File: src/rtl/y86_pkg.sv
// Shared Y86-64 pipeline definitions: icodes, ALU functions, jXX/cmovXX conditions
// and the {ZF,SF,OF} condition-code record.
package y86_pkg;

  localparam logic [3:0] ICMOVXX = 4'h2;
  localparam logic [3:0] IOPQ    = 4'h6;
  localparam logic [3:0] IJXX    = 4'h7;

  localparam logic [3:0] ALUADD = 4'h0;
  localparam logic [3:0] ALUSUB = 4'h1;
  localparam logic [3:0] ALUAND = 4'h2;
  localparam logic [3:0] ALUXOR = 4'h3;

  typedef enum logic [3:0] {
    C_YES = 4'h0,
    C_LE  = 4'h1,
    C_L   = 4'h2,
    C_E   = 4'h3,
    C_NE  = 4'h4,
    C_GE  = 4'h5,
    C_G   = 4'h6
  } cond_t;

  typedef struct packed {
    logic zf;
    logic sf;
    logic of;
  } cc_t;

  localparam cc_t CC_RESET = 3'b100;

endpackage

File: src/rtl/y86_cond_eval.sv
// Combinational jXX/cmovXX condition evaluation from a CC record and ifun.
// Undefined conditions (ifun 7-15) evaluate false.
module y86_cond_eval
  import y86_pkg::*;
(
  input  cc_t        cc_i,
  input  logic [3:0] ifun_i,
  output logic       cnd_o
);

  logic lt;

  always_comb begin
    lt    = cc_i.sf ^ cc_i.of;
    cnd_o = 1'b0;
    case (ifun_i)
      C_YES:   cnd_o = 1'b1;
      C_LE:    cnd_o = lt | cc_i.zf;
      C_L:     cnd_o = lt;
      C_E:     cnd_o = cc_i.zf;
      C_NE:    cnd_o = ~cc_i.zf;
      C_GE:    cnd_o = ~lt;
      C_G:     cnd_o = ~lt & ~cc_i.zf;
      default: cnd_o = 1'b0;
    endcase
  end

endmodule

File: src/rtl/y86_cc_unit.sv
// Execute-stage condition-code unit: per-context ZF/SF/OF, restore port and condition eval.
// Optional CC_PERF_EN adds per-context saturating taken/not-taken branch counters.
module y86_cc_unit
  import y86_pkg::*;
#(
  parameter int DATA_W  = 64,
  parameter int NUM_CTX = 1,
  parameter int CTX_W   = (NUM_CTX > 1) ? $clog2(NUM_CTX) : 1,
  parameter int CNT_W   = 32
) (
  input  logic              clk,
  input  logic              reset_n,
  input  logic [CTX_W-1:0]  ctx_sel,
  input  logic              e_valid,
  input  logic [3:0]        e_icode,
  input  logic [3:0]        e_ifun,
  input  logic [DATA_W-1:0] alu_a,
  input  logic [DATA_W-1:0] alu_b,
  input  logic [DATA_W-1:0] alu_valE,
  input  logic              m_exc,
  input  logic              w_exc,
  input  logic              cc_wr_en,
  input  logic [2:0]        cc_wr_data,
`ifdef CC_PERF_EN
  input  logic              perf_clr,
  output logic [CNT_W-1:0]  perf_taken,
  output logic [CNT_W-1:0]  perf_ntaken,
`endif
  output logic              e_cnd,
  output logic              cond_err,
  output logic [2:0]        cc_out
);

  cc_t  cc_q [NUM_CTX];
  cc_t  cc_d [NUM_CTX];
  cc_t  cc_cur;
  cc_t  cc_new;
  logic set_cc;
  logic of_new;
  logic a_msb, b_msb, v_msb;
  logic cnd_raw;
  logic unused_bits;

  assign a_msb = alu_a[DATA_W-1];
  assign b_msb = alu_b[DATA_W-1];
  assign v_msb = alu_valE[DATA_W-1];
  assign unused_bits = ^{alu_a[DATA_W-2:0], alu_b[DATA_W-2:0], CNT_W[0]};

  always_comb begin
    cc_cur = CC_RESET;
    for (int i = 0; i < NUM_CTX; i++) begin
      if (ctx_sel == CTX_W'(i)) cc_cur = cc_q[i];
    end
  end

  always_comb begin
    of_new = 1'b0;
    case (e_ifun)
      ALUADD:  of_new = (a_msb == b_msb) & (v_msb != a_msb);
      ALUSUB:  of_new = (a_msb != b_msb) & (v_msb != b_msb);
      default: of_new = 1'b0;
    endcase
  end

  assign cc_new = {(alu_valE == '0), v_msb, of_new};
  // OPq with an undefined ALU function leaves the flags alone; decode reports it.
  assign set_cc = e_valid & (e_icode == IOPQ) & (e_ifun <= ALUXOR) & ~m_exc & ~w_exc;

  always_comb begin
    for (int i = 0; i < NUM_CTX; i++) begin
      cc_d[i] = cc_q[i];
      if (ctx_sel == CTX_W'(i)) begin
        if (cc_wr_en)    cc_d[i] = cc_t'(cc_wr_data);
        else if (set_cc) cc_d[i] = cc_new;
      end
    end
  end

  always_ff @(posedge clk) begin
    if (!reset_n) begin
      for (int i = 0; i < NUM_CTX; i++) cc_q[i] <= CC_RESET;
    end else begin
      for (int i = 0; i < NUM_CTX; i++) cc_q[i] <= cc_d[i];
    end
  end

  y86_cond_eval u_cond (
    .cc_i   (cc_cur),
    .ifun_i (e_ifun),
    .cnd_o  (cnd_raw)
  );

  assign e_cnd    = e_valid & cnd_raw;
  assign cond_err = e_valid & ((e_icode == IJXX) | (e_icode == ICMOVXX)) & (e_ifun > 4'd6);
  assign cc_out   = cc_cur;

`ifdef CC_PERF_EN
  localparam logic [CNT_W-1:0] CNT_MAX = '1;

  logic [CNT_W-1:0] tk_q [NUM_CTX];
  logic [CNT_W-1:0] tk_d [NUM_CTX];
  logic [CNT_W-1:0] nt_q [NUM_CTX];
  logic [CNT_W-1:0] nt_d [NUM_CTX];
  logic             jxx_ok;

  assign jxx_ok = e_valid & (e_icode == IJXX) & (e_ifun <= 4'd6);

  always_comb begin
    for (int i = 0; i < NUM_CTX; i++) begin
      tk_d[i] = tk_q[i];
      nt_d[i] = nt_q[i];
      if (ctx_sel == CTX_W'(i)) begin
        if (perf_clr) begin
          tk_d[i] = '0;
          nt_d[i] = '0;
        end else if (jxx_ok && e_cnd && (tk_q[i] != CNT_MAX)) begin
          tk_d[i] = tk_q[i] + CNT_W'(1);
        end else if (jxx_ok && !e_cnd && (nt_q[i] != CNT_MAX)) begin
          nt_d[i] = nt_q[i] + CNT_W'(1);
        end
      end
    end
  end

  always_ff @(posedge clk) begin
    if (!reset_n) begin
      for (int i = 0; i < NUM_CTX; i++) begin
        tk_q[i] <= '0;
        nt_q[i] <= '0;
      end
    end else begin
      for (int i = 0; i < NUM_CTX; i++) begin
        tk_q[i] <= tk_d[i];
        nt_q[i] <= nt_d[i];
      end
    end
  end

  always_comb begin
    perf_taken  = '0;
    perf_ntaken = '0;
    for (int i = 0; i < NUM_CTX; i++) begin
      if (ctx_sel == CTX_W'(i)) begin
        perf_taken  = tk_q[i];
        perf_ntaken = nt_q[i];
      end
    end
  end
`endif

endmodule

File: config.mk
export PLATFORM = sky130hd
export DESIGN_NAME = y86_cc_unit
export DESIGN_NICKNAME = d
export VERILOG_FILES = /design/src/rtl/y86_pkg.sv /design/src/rtl/y86_cond_eval.sv /design/src/rtl/y86_cc_unit.sv
export SDC_FILE = /design/constraint.sdc
export NUM_CORES = 1
export LEC_CHECK = 0
export ABC_AREA = 0
export CAP_MARGIN = 10
export CORE_AREA = 2 2 83 85
export CTS_CLUSTER_DIAMETER = 50
export DETAILED_ROUTE_END_ITERATION = 12
export DIE_AREA = 0 0 85 87
export DONT_BUFFER_PORTS = 1
export MAX_ROUTING_LAYER = met4
export PLACE_DENSITY = 0.3
export SKIP_CTS_REPAIR_TIMING = 1
export SYNTH_ARGS = -nofsm -noshare
export SYNTH_HDL_FRONTEND = slang
export SYNTH_SLANG_ARGS = --single-unit
File: constraint.sdc
create_clock -name clk -period 6 [get_ports clk]
set_input_delay 1.8 -clock clk [delete_from_list [all_inputs] [get_ports clk]]
set_output_delay 1.8 -clock clk [all_outputs]
set_load 0.02 [all_outputs]
# Word-level counts from Yosys, hierarchy flattened
# Memories as Yosys holds them, arrays and structs flattened.
# Index checks and enable logic that the tools add are counted.
dict set report totals {
  n_memories 1
  reg_bits 0
  ram_bits 3
}
# name depth word_bits read_ports rd_clocked_by_memory_dff write_ports line_no
set memory_table {}
lappend memory_table {cc_q 1 3 1 0 1 y86_cc_unit.sv:34} ;# cc_t cc_q [NUM_CTX];
dict set report classes {
  n_reduce_logical 3
  n_mux 10
  eq_ne 13
  n_bitwise 17
  order_cmp 2
}
# operator count
set op_table {}
lappend op_table {{$logic_not A64 Y1} 1}
lappend op_table {{$eq A4 B3 Y1 const B} 5}
lappend op_table {{$mux W3} 5}
lappend op_table {{$eq A4 B2 Y1 const B} 3}
lappend op_table {{$and A1 B1 Y1} 10}
lappend op_table {{$pmux W1 S7} 1}
lappend op_table {{$eq A4 B1 Y1 const B} 1}
lappend op_table {{$gt A4 B3 Y1 const B} 1}
lappend op_table {{$le A4 B2 Y1 const B} 1}
lappend op_table {{$logic_not A4 Y1} 1}
lappend op_table {{$not A1 Y1} 4}
lappend op_table {{$mux W1} 3}
lappend op_table {{$ne A1 B1 Y1} 3}
lappend op_table {{$reduce_or A3 Y1} 1}
lappend op_table {{$or A1 B1 Y1} 2}
lappend op_table {{$pmux W1 S2} 1}
lappend op_table {{$eq A1 B1 Y1} 1}
lappend op_table {{$xor A1 B1 Y1} 1}

# Logic depth before layout (Yosys ltp)
dict set report logic_depth {
  ltp_word 9
  depth_mapped 5
  ltp_nobuf 5
}

# Hierarchy
# Synthesis repeated with hierarchy kept, for this count alone.
dict set report hier_totals {
  cells_unflattened 63
  hier_area_um2 498.0
}
# module n_inst seq_area_each_um2 area_each_um2 cells_per_inst
set modules_own_cells {}
lappend modules_own_cells {y86_cc_unit 1 60.1 416.6 53}
lappend modules_own_cells {y86_cond_eval 1 0.0 81.3 10}

# Least setup slack after synthesis
# Ideal clock, no wire load.
dict set report synth_timing {
  kind {input -> output}
  startpoint {in e_ifun[2]}
  endpoint {out e_cnd}
  required_time_ns 4.200
  t_arrival_ns 3.481
  path_buffers 1
  setup_slack_ns 0.719
  stages 5
  cell_sequence {clkbuf_1 > xnor2_1 > a22oi_1 > a21oi_1 > a2111oi_0}
}
dict set report synth_via {
  elab_chain_len 3
  elab_cells_between_ends 9
  cone_classes {eq/ne (6); mux (1); bitwise (1); reduce/logical (1)}
}
# item line_no
set synth_rtl {}
lappend synth_rtl {{from (decl)} y86_cc_unit.sv:16} ;# input logic [3:0] e_ifun,
lappend synth_rtl {{$eq A4 B3 Y1, or another cell as far along} y86_cond_eval.sv:16} ;# case (ifun_i)
lappend synth_rtl {{$pmux W1 S7 (*)} y86_cond_eval.sv:16}
lappend synth_rtl {{$and A1 B1 Y1 (*)} y86_cc_unit.sv:93} ;# assign e_cnd = e_valid & cnd_raw;
lappend synth_rtl {{to (decl)} y86_cc_unit.sv:29} ;# output logic e_cnd,
# Every way passes the cells marked *; elsewhere a longest branch is shown, timed or not.

# Final worst setup path
# Ends and elaborated chain as after synthesis.

==> out/qor.txt <==
====================================================================================
Post-synthesis compound-gate area fraction                                    0.2135
Internal power contribution                                             0.00007596 W
Setup_tns                                                                       0 ns
Number of cells on the worst hold path                                             1
Async SR Flop Fraction                                                             0
Leading post-synthesis cells by instance count                          sky130_fd_sc_hd__nor4_1, sky130_fd_sc_hd__nand2_1, sky130_fd_sc_hd__nand4_1
Registers with the most flip-flops                                      cc_q: 3 flops
Worst-path maximum fanout                                                          9
Sequential area share after synthesis                                         0.1297
Core region area                                                            6569 µm²
Setup violation total in the final timing report                                   0
Type of element launching the critical path                                input pin
Register share of total power                                                  0.226
Initial standard-cell utilization of the core                                0.07048
TritonCTS clock tree                                                           built
Largest net degree at the start of global routing                                 10
Average size of a mapped cell                                              7.122 µm²
Cell row count                                                                    30
Antenna diode instance count                                                       0
Total instance count after detailed placement                                    145
Count of nets after finishing                                                    280
Synthesis-to-finish area growth                                               32.43%
Maximum level of the CTS H-tree                                                    1
Switching Fraction                                                            0.2316
Warnings from Yosys                                                                0
Maximum number of buffers from clock root to sink                                  2
Most used DFF post-synth                                                sky130_fd_sc_hd__dfxtp_1
Final Worst Setup Slack                                                     1.479 ns
Clock Root Buffer                                                       sky130_fd_sc_hd__clkbuf_8
Final routed wire length divided by cell count                              15.44 µm
Post-DP HPWL                                                                2.127 mm
IO Pins                                                                          215
Unrepaired setup endpoints after global routing                                false
Synthesized cell area                                                      462.9 µm²
TritonCTS sink count                                                               3
Reg with most FFs                                                               cc_q
DRC violation total after the first TritonRoute iteration                         20
Cell taking the most area after synthesis                               sky130_fd_sc_hd__nor4_1
Wire length of the first global-routing pass                                3.167 mm
Final hold violation count                                                         0
Height of the die                                                              87 µm
Layout Cells excl Fill                                                           149
Final wirelength                                                            2.300 mm
Clock slew seen by the registers of the worst setup and hold paths           0.03 ns
Synth Area in XOR/XNOR                                                       0.07568
Number of enable flip-flop cells after synthesis                                   0
Relative contribution of the clock network to total power                      0.589
WP data required                                                             4.20 ns
Least-Margin Pin Slew                                                      0.6305 ns
Width of the chip                                                              85 µm
FMAX                                                                       221.2 MHz
Grt total ovfl                                                                     0
Yosys reg bits                                                                     3
Count of vias placed by the detailed router                                      653
Total clock buffers created by CTS                                                 3
Cell types with the largest area share after synthesis                  sky130_fd_sc_hd__nor4_1, sky130_fd_sc_hd__dfxtp_1, sky130_fd_sc_hd__nand4_1, sky130_fd_sc_hd__mux2i_1, sky130_fd_sc_hd__xnor2_1
Hold Crit Class                                                         register to register
Net switching power                                                     0.00002290 W
FF-to-FF End                                                              cc_q[0][2]
Final min period                                                            4.521 ns
Area share of and/or/nand/nor cells after synthesis                           0.5054
Adder and majority cell fraction of the synthesized area                           0
Hold EP                                                                   cc_q[0][1]
Buffers and inverters on the worst path                                            1
Filler cell count                                                                762
Cell depth of the worst flop-to-flop path                                          2
Combinational group share of total power                                       0.184
Top cell family by delay on the critical path                           compound AO/OA/AOI/OAI gates
Worst vdd rail ir drop                                                    0.02983 mV
Synthesized Nets                                                                 275
Pwr dens                                                                161.3 nW/µm²
Launch point of the worst hold path                                       cc_q[0][1]
Fraction of final layout cells sized beyond drive strength 1                  0.1014
Post-route fraction of the period consumed by the critical path               0.7535
Post-placement worst setup slack                                            1.473 ns
Fraction of post-synthesis cell area in the top cell type by area             0.2297
Number of design rule violations left after detail routing                         0
Vias in the first global route                                                   786
Weighted congestion at the end of routability-driven global placement         0.7612
Critical register-to-register path startpoint                             cc_q[0][2]
Outcome                                                                 complete, no violations
Crit-path slowest cell                                                  sky130_fd_sc_hd__a2111oi_1
Number of instances in the synthesized netlist                                    65
Via density per instance                                                       4.383
Total track usage                                                            0.06032
Register-to-register path setup slack                                        5.28 ns
Multiplexer area fraction after synthesis                                    0.04324
CP cell instances                                                       xnor2_1 > a22oi_1 > a21oi_1 > a2111oi_1 > buf_4
Area of the die                                                             7395 µm²
Count of buffers inserted at the top-level ports                                   0
Total iterations of the first detailed-routing run                                 2
Endpoint arrival time on the critical path                                   2.72 ns
Count of pins over their slew limit                                                0
Largest clock skew in the final design                                          0 ns
Cell with the most instances after synthesis                            sky130_fd_sc_hd__nor4_1
Peak per-stage delay on the critical path                                    0.37 ns
Type of the setup path with the least slack                             input pin to output port
Dominant combinational cell family by area after synthesis              simple AND/OR/NAND/NOR gates
Worst slew margin relative to its limit                                       0.5765
CP endpoint kind                                                         output port
Leakage component of the power                                             0.1639 nW
Flip-flop count of the largest register after layout                               3
Remaining number of nets flagged by the antenna check after routing                0
Clock latency on the worst-skew pair                                         0.21 ns
Number of maximum-capacitance violations                                           0
Initial antenna violation count                                                    0
Count of distinct cell types in the synthesized netlist                           29
====================================================================================
[metal layers]
metal	vias to the layer above	routed length [µm]	share of wire	GRT usage
met4	0	169	0.073	0.05339
met1	270	687	0.30	0.04581
met2	93	1088	0.47	0.1129
met3	16	355	0.15	0.01896
met5	-	0	0	-
li1	274	-	-	-
[placed cells by master, fill, tap and decap left out]
cell / Yosys / final
sky130_fd_sc_hd__nor4_1: 17 / 17
sky130_fd_sc_hd__nand2_1: 4 / 4
sky130_fd_sc_hd__nand4_1: 4 / 4
sky130_fd_sc_hd__nor2_1: 3 / 3
sky130_fd_sc_hd__inv_1: 3 / 3
sky130_fd_sc_hd__dfxtp_1: 3 / 3
sky130_fd_sc_hd__clkbuf_8: 0 / 3
sky130_fd_sc_hd__nor2b_1: 2 / 2
sky130_fd_sc_hd__xor2_1: 2 / 2
sky130_fd_sc_hd__xnor2_1: 2 / 2
sky130_fd_sc_hd__a22oi_1: 2 / 2
sky130_fd_sc_hd__o21ai_0: 2 / 2
sky130_fd_sc_hd__a21oi_1: 2 / 2
sky130_fd_sc_hd__nor3_1: 2 / 2
sky130_fd_sc_hd__mux2i_1: 2 / 2
sky130_fd_sc_hd__or2_2: 1 / 1
sky130_fd_sc_hd__nand3_1: 1 / 1
sky130_fd_sc_hd__o211ai_1: 1 / 1
sky130_fd_sc_hd__a2111oi_1: 0 / 1
sky130_fd_sc_hd__a31oi_1: 1 / 1
sky130_fd_sc_hd__nand3b_1: 1 / 1
sky130_fd_sc_hd__or4b_1: 1 / 1
sky130_fd_sc_hd__or4_4: 1 / 1
sky130_fd_sc_hd__a21oi_4: 1 / 1
sky130_fd_sc_hd__nor3b_1: 1 / 1
sky130_fd_sc_hd__a41oi_1: 1 / 1
sky130_fd_sc_hd__o211a_1: 1 / 1
sky130_fd_sc_hd__nand2b_1: 1 / 1
sky130_fd_sc_hd__o22ai_1: 1 / 1
sky130_fd_sc_hd__clkbuf_1: 1 / 1
sky130_fd_sc_hd__buf_4: 0 / 1
[cell type report]
| cell class | instances | area (µm²) | share of cell area |
|---|---|---|---|
| Timing Repair Buffer | 1 | 7.507 | 0.01224 |
| Clock buffer | 4 | 45.04 | 0.07347 |
| Tap cell | 80 | 100.1 | 0.1633 |
| Multi-Input combinational cell | 58 | 389.1 | 0.6347 |
| Inverter | 3 | 11.26 | 0.01837 |
| Sequential cell | 3 | 60.06 | 0.09796 |
[worst max path at each step]
stage | depth (start not counted) | to | startpoint
4_1_cts | 5 | e_cnd | e_ifun[2]
2_1_floorplan | 5 | e_cnd | e_ifun[2]
6_report | 5 | e_cnd | e_ifun[2]
3_5_place_dp | 5 | e_cnd | e_ifun[2]
3_3_place_gp | 5 | e_cnd | e_ifun[2]
5_1_grt | 5 | e_cnd | e_ifun[2]
[metrics by stage]
step | hold WS (ns) | util | area [µm²] | total power (W)
floorplan | 0.5042 | - | 462.9 | 0.00003846
global placement | 0.5287 | 0.08648 | 568.0 | 0.00004063
detailed placement | 0.5361 | 0.08648 | 568.0 | 0.00004121
CTS | 0.5442 | 0.09333 | 613.1 | 0.0001012
global route | 0.5573 | 0.09333 | 613.1 | 0.0001055
finish | 0.5426 | 0.09333 | 613.1 | 0.00009886
[kinds of logic (layout without fill, tap and decap cells)]
| kind of cell | Yosys count | count (layout) |
|---|---|---|
| XOR/XNOR | 4 | 4 |
| buffers and inverters | 4 | 8 |
| AND/OR/NAND/NOR | 39 | 39 |
| AO/OA/AOI/OAI | 13 | 13 |
| flip-flops | 3 | 3 |
| multiplexers | 2 | 2 |
[power by group through the flow]
stage / Sequential [W] / Clock, W / Combinational, W
5_1_grt: 0.0000225 / 0.0000627 / 0.0000202
3_5_place_dp: 0.0000226 / 0 / 0.0000186
6_report: 0.0000224 / 0.0000583 / 0.0000182
4_1_cts: 0.0000223 / 0.0000603 / 0.0000187
3_3_place_gp: 0.0000225 / 0 / 0.0000181
2_1_floorplan: 0.0000223 / 0 / 0.0000161
(Power assumes the default switching activity.)
